**src/rtl/stream_mux_pkg.sv**
```systemverilog
// stream_mux_pkg: shared types, constants and helpers for the stream multiplexer.
package stream_mux_pkg;
   typedef enum logic {MODE_SELECT = 1'b0, MODE_RR = 1'b1} mode_e;
   localparam int STAT_W = 16;
   function automatic int ch_w(input int n);
      return (n < 2) ? 1 : $clog2(n);
   endfunction
endpackage

```
**src/rtl/stream_mux_if.sv**
```systemverilog
// stream_mux_if: producer-side and consumer-side handshake bundle of the stream multiplexer.
interface stream_mux_if #(
   parameter int N_CH  = 4,
   parameter int WIDTH = 4
);
   localparam int CH_W = stream_mux_pkg::ch_w(N_CH);
   logic [N_CH*WIDTH-1:0] in_data;
   logic [N_CH-1:0]       in_valid;
   logic [N_CH-1:0]       in_ready;
   logic [WIDTH-1:0]      out_data;
   logic                  out_valid;
   logic                  out_ready;
   logic [CH_W-1:0]       out_ch;
   modport master (
      output in_data, in_valid, out_ready,
      input  in_ready, out_data, out_valid, out_ch
   );
   modport slave (
      input  in_data, in_valid, out_ready,
      output in_ready, out_data, out_valid, out_ch
   );
endinterface

```
**src/rtl/stream_mux_rr_arbiter.sv**
```systemverilog
// rr_arbiter: combinational round-robin pick of the first requester after ptr_i, wrapping mod N_CH.
module rr_arbiter import stream_mux_pkg::*; #(
   parameter int N_CH = 4
) (
   input  logic [N_CH-1:0]         req_i,
   input  logic [ch_w(N_CH)-1:0]   ptr_i,
   output logic [ch_w(N_CH)-1:0]   grant_o,
   output logic                    grant_valid_o
);
   localparam int CH_W = ch_w(N_CH);
   logic [CH_W-1:0] idx;
   always_comb begin
      grant_o = '0;
      grant_valid_o = 1'b0;
      idx = ptr_i;
      for (int k = 0; k < N_CH; k++) begin
         idx = (idx == CH_W'(N_CH - 1)) ? '0 : idx + 1'b1;
         if (req_i[idx] && !grant_valid_o) begin
            grant_o = idx;
            grant_valid_o = 1'b1;
         end
      end
   end
endmodule

```
**src/rtl/stream_mux.sv**
```systemverilog
// stream_mux: N-channel registered stream mux, SELECT or round-robin grant, one output stage.
// Define STREAM_MUX_STATS_EN to add per-channel saturating accepted-beat counters (stat_cnt).
module stream_mux import stream_mux_pkg::*; #(
   parameter int N_CH  = 4,
   parameter int WIDTH = 4,
   parameter int MODE  = 0
) (
   input  logic                      clk,
   input  logic                      rst,
   input  logic                      en,
   input  logic [ch_w(N_CH)-1:0]     sel,
`ifdef STREAM_MUX_STATS_EN
   output logic [N_CH*STAT_W-1:0]    stat_cnt,
`endif
   stream_mux_if.slave               bus
);
   localparam int CH_W = ch_w(N_CH);
   logic [CH_W-1:0]  gnt, out_ch_q, out_ch_d;
   logic             gnt_vld, load, xfer, out_valid_q, out_valid_d;
   logic [WIDTH-1:0] out_data_q, out_data_d;
   assign load = en && (!out_valid_q || bus.out_ready);
   assign bus.in_ready = (load && gnt_vld) ? N_CH'(1) << gnt : '0;
   assign xfer = |(bus.in_valid & bus.in_ready);
   if (MODE == int'(MODE_RR)) begin : g_rr
      logic [CH_W-1:0] rr_ptr_q;
      logic            unused_sel;
      assign unused_sel = ^sel;
      rr_arbiter #(.N_CH(N_CH)) u_arb (
         .req_i         (bus.in_valid),
         .ptr_i         (rr_ptr_q),
         .grant_o       (gnt),
         .grant_valid_o (gnt_vld)
      );
      // Pointer starts at the last channel so channel 0 wins the first arbitration.
      always_ff @(posedge clk) begin
         if (rst) rr_ptr_q <= CH_W'(N_CH - 1);
         else if (xfer) rr_ptr_q <= gnt;
      end
   end else begin : g_sel
      assign gnt = sel;
      assign gnt_vld = int'(sel) < N_CH;
   end
   always_comb begin
      out_valid_d = xfer || (out_valid_q && !bus.out_ready);
      out_data_d = xfer ? bus.in_data[int'(gnt)*WIDTH +: WIDTH] : out_data_q;
      out_ch_d = xfer ? gnt : out_ch_q;
   end
   always_ff @(posedge clk) begin
      if (rst) begin
         out_valid_q <= 1'b0;
         out_data_q <= '0;
         out_ch_q <= '0;
      end else begin
         out_valid_q <= out_valid_d;
         out_data_q <= out_data_d;
         out_ch_q <= out_ch_d;
      end
   end
   // An empty output register reads as all-zero data and channel.
   assign bus.out_valid = out_valid_q;
   assign bus.out_data = out_valid_q ? out_data_q : '0;
   assign bus.out_ch = out_valid_q ? out_ch_q : '0;
`ifdef STREAM_MUX_STATS_EN
   for (genvar i = 0; i < N_CH; i++) begin : g_stat
      logic [STAT_W-1:0] cnt_q;
      always_ff @(posedge clk) begin
         if (rst) cnt_q <= '0;
         else if (bus.in_valid[i] && bus.in_ready[i] && cnt_q != '1) cnt_q <= cnt_q + 1'b1;
      end
      assign stat_cnt[i*STAT_W +: STAT_W] = cnt_q;
   end
`endif
endmodule

```
**src/flat_wrapper.sv**
```systemverilog
// flat-port wrapper written by rule: the top's interface ports become plain ports
module stream_mux_flat import stream_mux_pkg::*;
#(
   parameter int N_CH  = 4,
   parameter int WIDTH = 4,
   parameter int MODE  = 0
)
  (clk, rst, en, sel, bus_in_data, bus_in_valid, bus_out_ready, bus_in_ready, bus_out_data, bus_out_valid, bus_out_ch);
  stream_mux_if #(.N_CH(N_CH), .WIDTH(WIDTH)) bus_i ();
  input  logic clk;
  input  logic rst;
  input  logic en;
  input  logic [ch_w(N_CH)-1:0] sel;
  input wire logic [$bits(bus_i.in_data)-1:0] bus_in_data;
  input wire logic [$bits(bus_i.in_valid)-1:0] bus_in_valid;
  input wire logic [$bits(bus_i.out_ready)-1:0] bus_out_ready;
  output wire logic [$bits(bus_i.in_ready)-1:0] bus_in_ready;
  output wire logic [$bits(bus_i.out_data)-1:0] bus_out_data;
  output wire logic [$bits(bus_i.out_valid)-1:0] bus_out_valid;
  output wire logic [$bits(bus_i.out_ch)-1:0] bus_out_ch;
  assign bus_i.in_data = bus_in_data;
  assign bus_i.in_valid = bus_in_valid;
  assign bus_i.out_ready = bus_out_ready;
  assign bus_in_ready = bus_i.in_ready;
  assign bus_out_data = bus_i.out_data;
  assign bus_out_valid = bus_i.out_valid;
  assign bus_out_ch = bus_i.out_ch;
  stream_mux #(.N_CH(N_CH), .WIDTH(WIDTH), .MODE(MODE)) u_core (.clk(clk), .rst(rst), .en(en), .sel(sel), .bus(bus_i));
endmodule
```
**config.mk**
```make
export PLATFORM = sky130hd
export DESIGN_NAME = stream_mux_flat
export DESIGN_NICKNAME = d
export VERILOG_FILES = /design/src/rtl/stream_mux_pkg.sv /design/src/rtl/stream_mux_if.sv /design/src/rtl/stream_mux_rr_arbiter.sv /design/src/rtl/stream_mux.sv /design/src/flat_wrapper.sv
export SDC_FILE = /design/constraint.sdc
export NUM_CORES = 1
export LEC_CHECK = 0
export CAP_MARGIN = 15
export CORE_UTILIZATION = 39
export CTS_BUF_LIST = sky130_fd_sc_hd__clkbuf_4
export DETAILED_ROUTE_END_ITERATION = 6
export HOLD_SLACK_MARGIN = 0.15
export MAX_ROUTING_LAYER = met4
export PLACE_DENSITY = 0.89
export SYNTH_ARGS = -nofsm -noshare
export SYNTH_HDL_FRONTEND = slang
export SYNTH_SLANG_ARGS = --single-unit
```
**constraint.sdc**
```tcl
create_clock -name clk -period 3.1 [get_ports clk]
set_clock_uncertainty 0.2 [all_clocks]
set_input_delay 0.93 -clock clk [delete_from_list [all_inputs] [get_ports clk]]
set_output_delay 0.93 -clock clk [all_outputs]
set_load 0.01 [all_outputs]
```
Word-level counts from Yosys, hierarchy flattened
Cells that the tools add are included.

storage, ports and cells
  flip-flop bits (word level) = 7
  bits of input ports = 26
  output and inout port bits = 11
  logic and storage cells = 16

cells by class
  shifts and indexed selects = 2
  mux-type cells = 3
  bitwise operators = 1
  reduce and logical (&&, ||, !) cells = 7

operators by type and width
  kind                                              number
  variable part select 16 x 5 -> 4 bit              1
  two-way mux 4 bit                                 2
  bitwise AND 4 bit                                 1
  OR reduction 4 bit                                1
  << shifter 1 x 2 -> 4 bit (first input constant)  1
  logical AND 1 bit                                 2
  logical NOT 1 bit                                 2
  logical OR 1 bit                                  2
  two-way mux 2 bit                                 1

Depth between registers and ports, before layout
Gate-level depths: netlist of the first run.

  depth in word-level cells = 7
  mapped depth = 5
  depth with buffers taken out = 3

Least setup slack after synthesis of the first run
OpenSTA, ideal clock, no wires.

  path type = input port to output port
  start point = in bus_out_ready
  end point = out bus_in_ready[0]
  data arrival time = 1.871 ns
  required time = 1.970 ns
  path slack = 0.099 ns
  stages on the path = 5
  path buffers = 2
  path through = nand2b_1 -> clkbuf_1 -> clkbuf_1 -> nand2_1 -> nor3_1

on the way
  word-level cells in the longest chain between the ends = 3

ends and longest elaborated chain
  what                RTL line            source
  start: declaration  flat_wrapper.sv:16  input wire logic [$bits(bus_i.out_ready)-1:0] bus_out_ready;
  logical OR 1 bit    stream_mux.sv:21    assign load = en && (!out_valid_q || bus.out_ready);
  logical AND 1 bit   stream_mux.sv:21
  two-way mux 4 bit   stream_mux.sv:22    assign bus.in_ready = (load && gnt_vld) ? N_CH'(1) << gnt : '0;
  end: declaration    flat_wrapper.sv:17  output wire logic [$bits(bus_i.in_ready)-1:0] bus_in_ready;

No other way between the ends.

Worst setup path after layout of the first run
  start point = in bus_out_ready
  end point = out bus_in_ready[3]

The elaborated chain is that of the path after synthesis.

==> key figures, run 1 <==
Die
  • Starting density of the core: 42.2%
  • Die width: around 40 um
  • Die area: roughly 1600 um^2
  • Core ar.: 1300 um^2
  • Top Ports: 37
  • Cell Rows: 13
  • Die Ht: 39.5 um

Detailed routing
  • Remaining antenna violation count: 0
  • Via count: 635
  • Post-Route WL: 1520 um
  • First DRT Iteration DRCs: 21
  • Vias per cell: 5.57
  • First-pass detailed-route iteration total: 4
  • DRC: 0
  • WL/cell: 13.3 um

Job
  • Max-cap viol count: 0

Clock tree
  • Clock tree from TritonCTS: done
  • # hold bufs at CTS: 0
  • Worst skew pair latency: 0.26 ns
  • Reg clk slew, reported paths: 0.05 ns
  • CTS Buf Count: 3
  • Clock tree buffer depth: 2
  • Clock Sinks: 7
  • H-Tree Depth: 1
  • Clock root buffer: clkbuf_4

Critical path
  • Termination of the worst setup path: bus_in_ready[3]
  • Crit-path max FO: 3
  • CP Capture Type: output pin
  • Req. time, crit path: approximately 2.0 ns
  • Setup crit start: bus_out_ready
  • CP Cell Sequence: clkdlybuf4s50_1 -> nand2b_4 -> nand3_1 -> nor2_1 -> buf_2
  • R2r setup slk: 1.70 ns
  • R2r worst-path depth: 4
  • R2r startpoint: u_core.bus.out_valid$_SDFF_PP0_
  • Slowest cell on crit path: clkdlybuf4s50_1
  • Critical Path Max Stage Delay: around 0.46 ns
  • Critical R2R Capture: u_core.out_data_q[1]$_SDFFE_PP0P_
  • Crit path launch type: primary input
  • CP Class: primary input to output pin
  • CP Data Arrival Time: 1.91 ns

Timing
  • Final hold viol count: 0
  • Final setup violation count: 0
  • Final min period: 3.04 ns
  • Fmax: 329 MHz
  • Ratio of final minimum period to clock period: 98.1%
  • Max-slew headroom: 82.8%
  • Worst-Margin Slew: ~0.26 ns
  • Slew Limit Fails: 0
  • RSZ-0062 raised after global routing: false
  • Final worst slack: 0.0592 ns

Yosys
  • Unique masters post-synth: 21
  • Synthesized cell area: 549 um^2
  • Post-Synthesis Cells: 59
  • Syn Nets: 85
  • Ys Warns: 0
  • Post-synthesis sequential area ratio: 25.5%
  • Mean Syn Cell Area: 9.31 um^2
  • Yosys reg bits: 7

Finish
  • Fin nets: 126
  • Most common cell after layout, fill and taps aside: clkdlybuf4s50_1
  • N_diodes: 0
  • Multi-input gate area in the final layout: 360 um^2
  • Fraction of layout cells with a size suffix above 1: roughly a fifth
  • Most frequent cells in the layout: clkdlybuf4s50_1 (30), dfxtp_1 (7)
  • FF+latch area: 140 um^2
  • P&R area growth vs syn: 73.8%
  • Layout Utilization: about three quarters
  • # fillers: 100

Min path
  • HP Class: register to register
  • Worst hold path stage count: 3

Power and ir drop
  • Static Leakage: 0.385 nW
  • IR drop worst, VDD: a little over 0.2 mV
  • PD cells: 301 nW/um^2

GRT
  • Initial antenna violation count: 0
  • GR Overflow Total: 0
  • Number of global-route vias before repair: roughly 550
  • Largest net degree at the start of global routing: 15
  • First-pass GRT wire length: around 2100 um
  • GR Util All Layers: 22.5%

Status
  • Outcome: finished clean

Place
  • PortBufs: 36
  • RD Place Congestion: 0.753
  • Post-Place Worst Slack: -0.400 ns
  • Post-DP HPWL: 1190 um
## critical path: cells and delay by family
kind | cells | cell delay, ns
AND/OR/NAND/NOR | 3 | 0.38
buffers and inverters | 2 | 0.60
## where the power goes
| group | switching (mW) | total (mW) | internal, mW | leakage (nW) |
|---|---|---|---|---|
| clock network | 0.0372 | 0.0952 | 0.0581 | 0.0184 |
| logic | 0.0344 | 0.0922 | 0.0578 | 0.309 |
| registers | 0.00378 | 0.100 | 0.0964 | 0.0574 |
## cell usage after synthesis
cell      n  share of area, %
a21oi_1   6               5.5
buf_6     2               4.1
mux2_2    1               2.0
a31oi_1   1               1.1
nand2b_1  1               1.1
inv_1     6               4.1
nand2_1   1              0.68
nand3_1   2               1.8
clkbuf_1  3               2.0
nand4_1   5               5.7
dfxtp_1   7                26
nor2_1    3               2.0
mux4_1    4                19
mux4_2    1               4.1
a31o_1    4               6.4
and2_1    6               6.8
a31o_2    1               1.6
clkbuf_2  1              0.91
a311oi_1  1               1.6
nor3_1    2               1.8
mux2i_1   1               1.8
## area by class of cell
type	instances	share of cell area, %
flip-flops and latches	7	14.7
multi-input cells	40	37.7
inverters	6	2.36
repair buffers	42	40.1
well taps	15	1.97
clock buffers	4	3.15
## how the worst min path moves through the flow
stage / start / end / slack (ns)
after global placement: u_core.out_data_q[1]$_SDFFE_PP0P_ / u_core.out_data_q[1]$_SDFFE_PP0P_ / 0.31
final: u_core.out_data_q[0]$_SDFFE_PP0P_ / u_core.out_data_q[0]$_SDFFE_PP0P_ / 0.33
after global routing: u_core.out_data_q[2]$_SDFFE_PP0P_ / u_core.out_data_q[2]$_SDFFE_PP0P_ / 0.38
after floorplan: u_core.out_ch_q[0]$_SDFFE_PP0P_ / u_core.out_ch_q[0]$_SDFFE_PP0P_ / 0.30
after detailed placement: u_core.out_data_q[1]$_SDFFE_PP0P_ / u_core.out_data_q[1]$_SDFFE_PP0P_ / 0.32
after CTS: u_core.out_data_q[0]$_SDFFE_PP0P_ / u_core.out_data_q[0]$_SDFFE_PP0P_ / 0.33
## state kept, by name (all words and copies together), names as in the netlist
register	flops
u_core.out_ch_q	2
u_core.out_data_q	4
u_core.bus.out_valid	1
## metal layers
layer,up-vias,GRT usage (%),share of wire (%)
met4,0,15.5,1.9
met1,288,21.2,35
met5,-,-,0
met3,3,6.82,9.2
met2,44,38.5,54
li1,300,-,-
## through the flow
stage                     area (um^2)  TNS [ns]  cells  power (mW)  hold WS, ns
final                             955         0    114       0.288        0.330
after global routing              955         0    114       0.307        0.380
after CTS                         961         0    114       0.291        0.330
after detailed placement          935     -1.46    110       0.195        0.317
after global placement            935     -1.30    110       0.191        0.314
after floorplan                   549         0     59       0.146        0.301
## timing repair
item | CTS | global route
pin swaps | 1 | 1
buffers inserted | 0 | 0
setup endpoints to repair | 4 | 1
gates resized for setup | 19 | 1
## logic make-up after synthesis
| logic type | Yosys count | synth area share (%) |
|---|---|---|
| simple gates | 20 | 20.0 |
| compound gates | 13 | 16.2 |
| buf+inv | 12 | 11.2 |
| mux | 7 | 27.1 |
| flops | 7 | 25.5 |
Note: power is estimated with default switching activity, not from simulation.
==> run 2, diff against run 1 <==
--- a/config.mk
+++ b/config.mk
@@ -5,9 +5,10 @@
 export SDC_FILE = /design/constraint.sdc
 export NUM_CORES = 1
 export LEC_CHECK = 0
-export CAP_MARGIN = 15
+export CAP_MARGIN = 25
 export CORE_UTILIZATION = 39
 export CTS_BUF_LIST = sky130_fd_sc_hd__clkbuf_4
+export CTS_CLUSTER_DIAMETER = 100
 export DETAILED_ROUTE_END_ITERATION = 6
 export HOLD_SLACK_MARGIN = 0.15
 export MAX_ROUTING_LAYER = met4
==> results of run 2 <==
Final layout, timing and power as in run 1 (identical DEF).
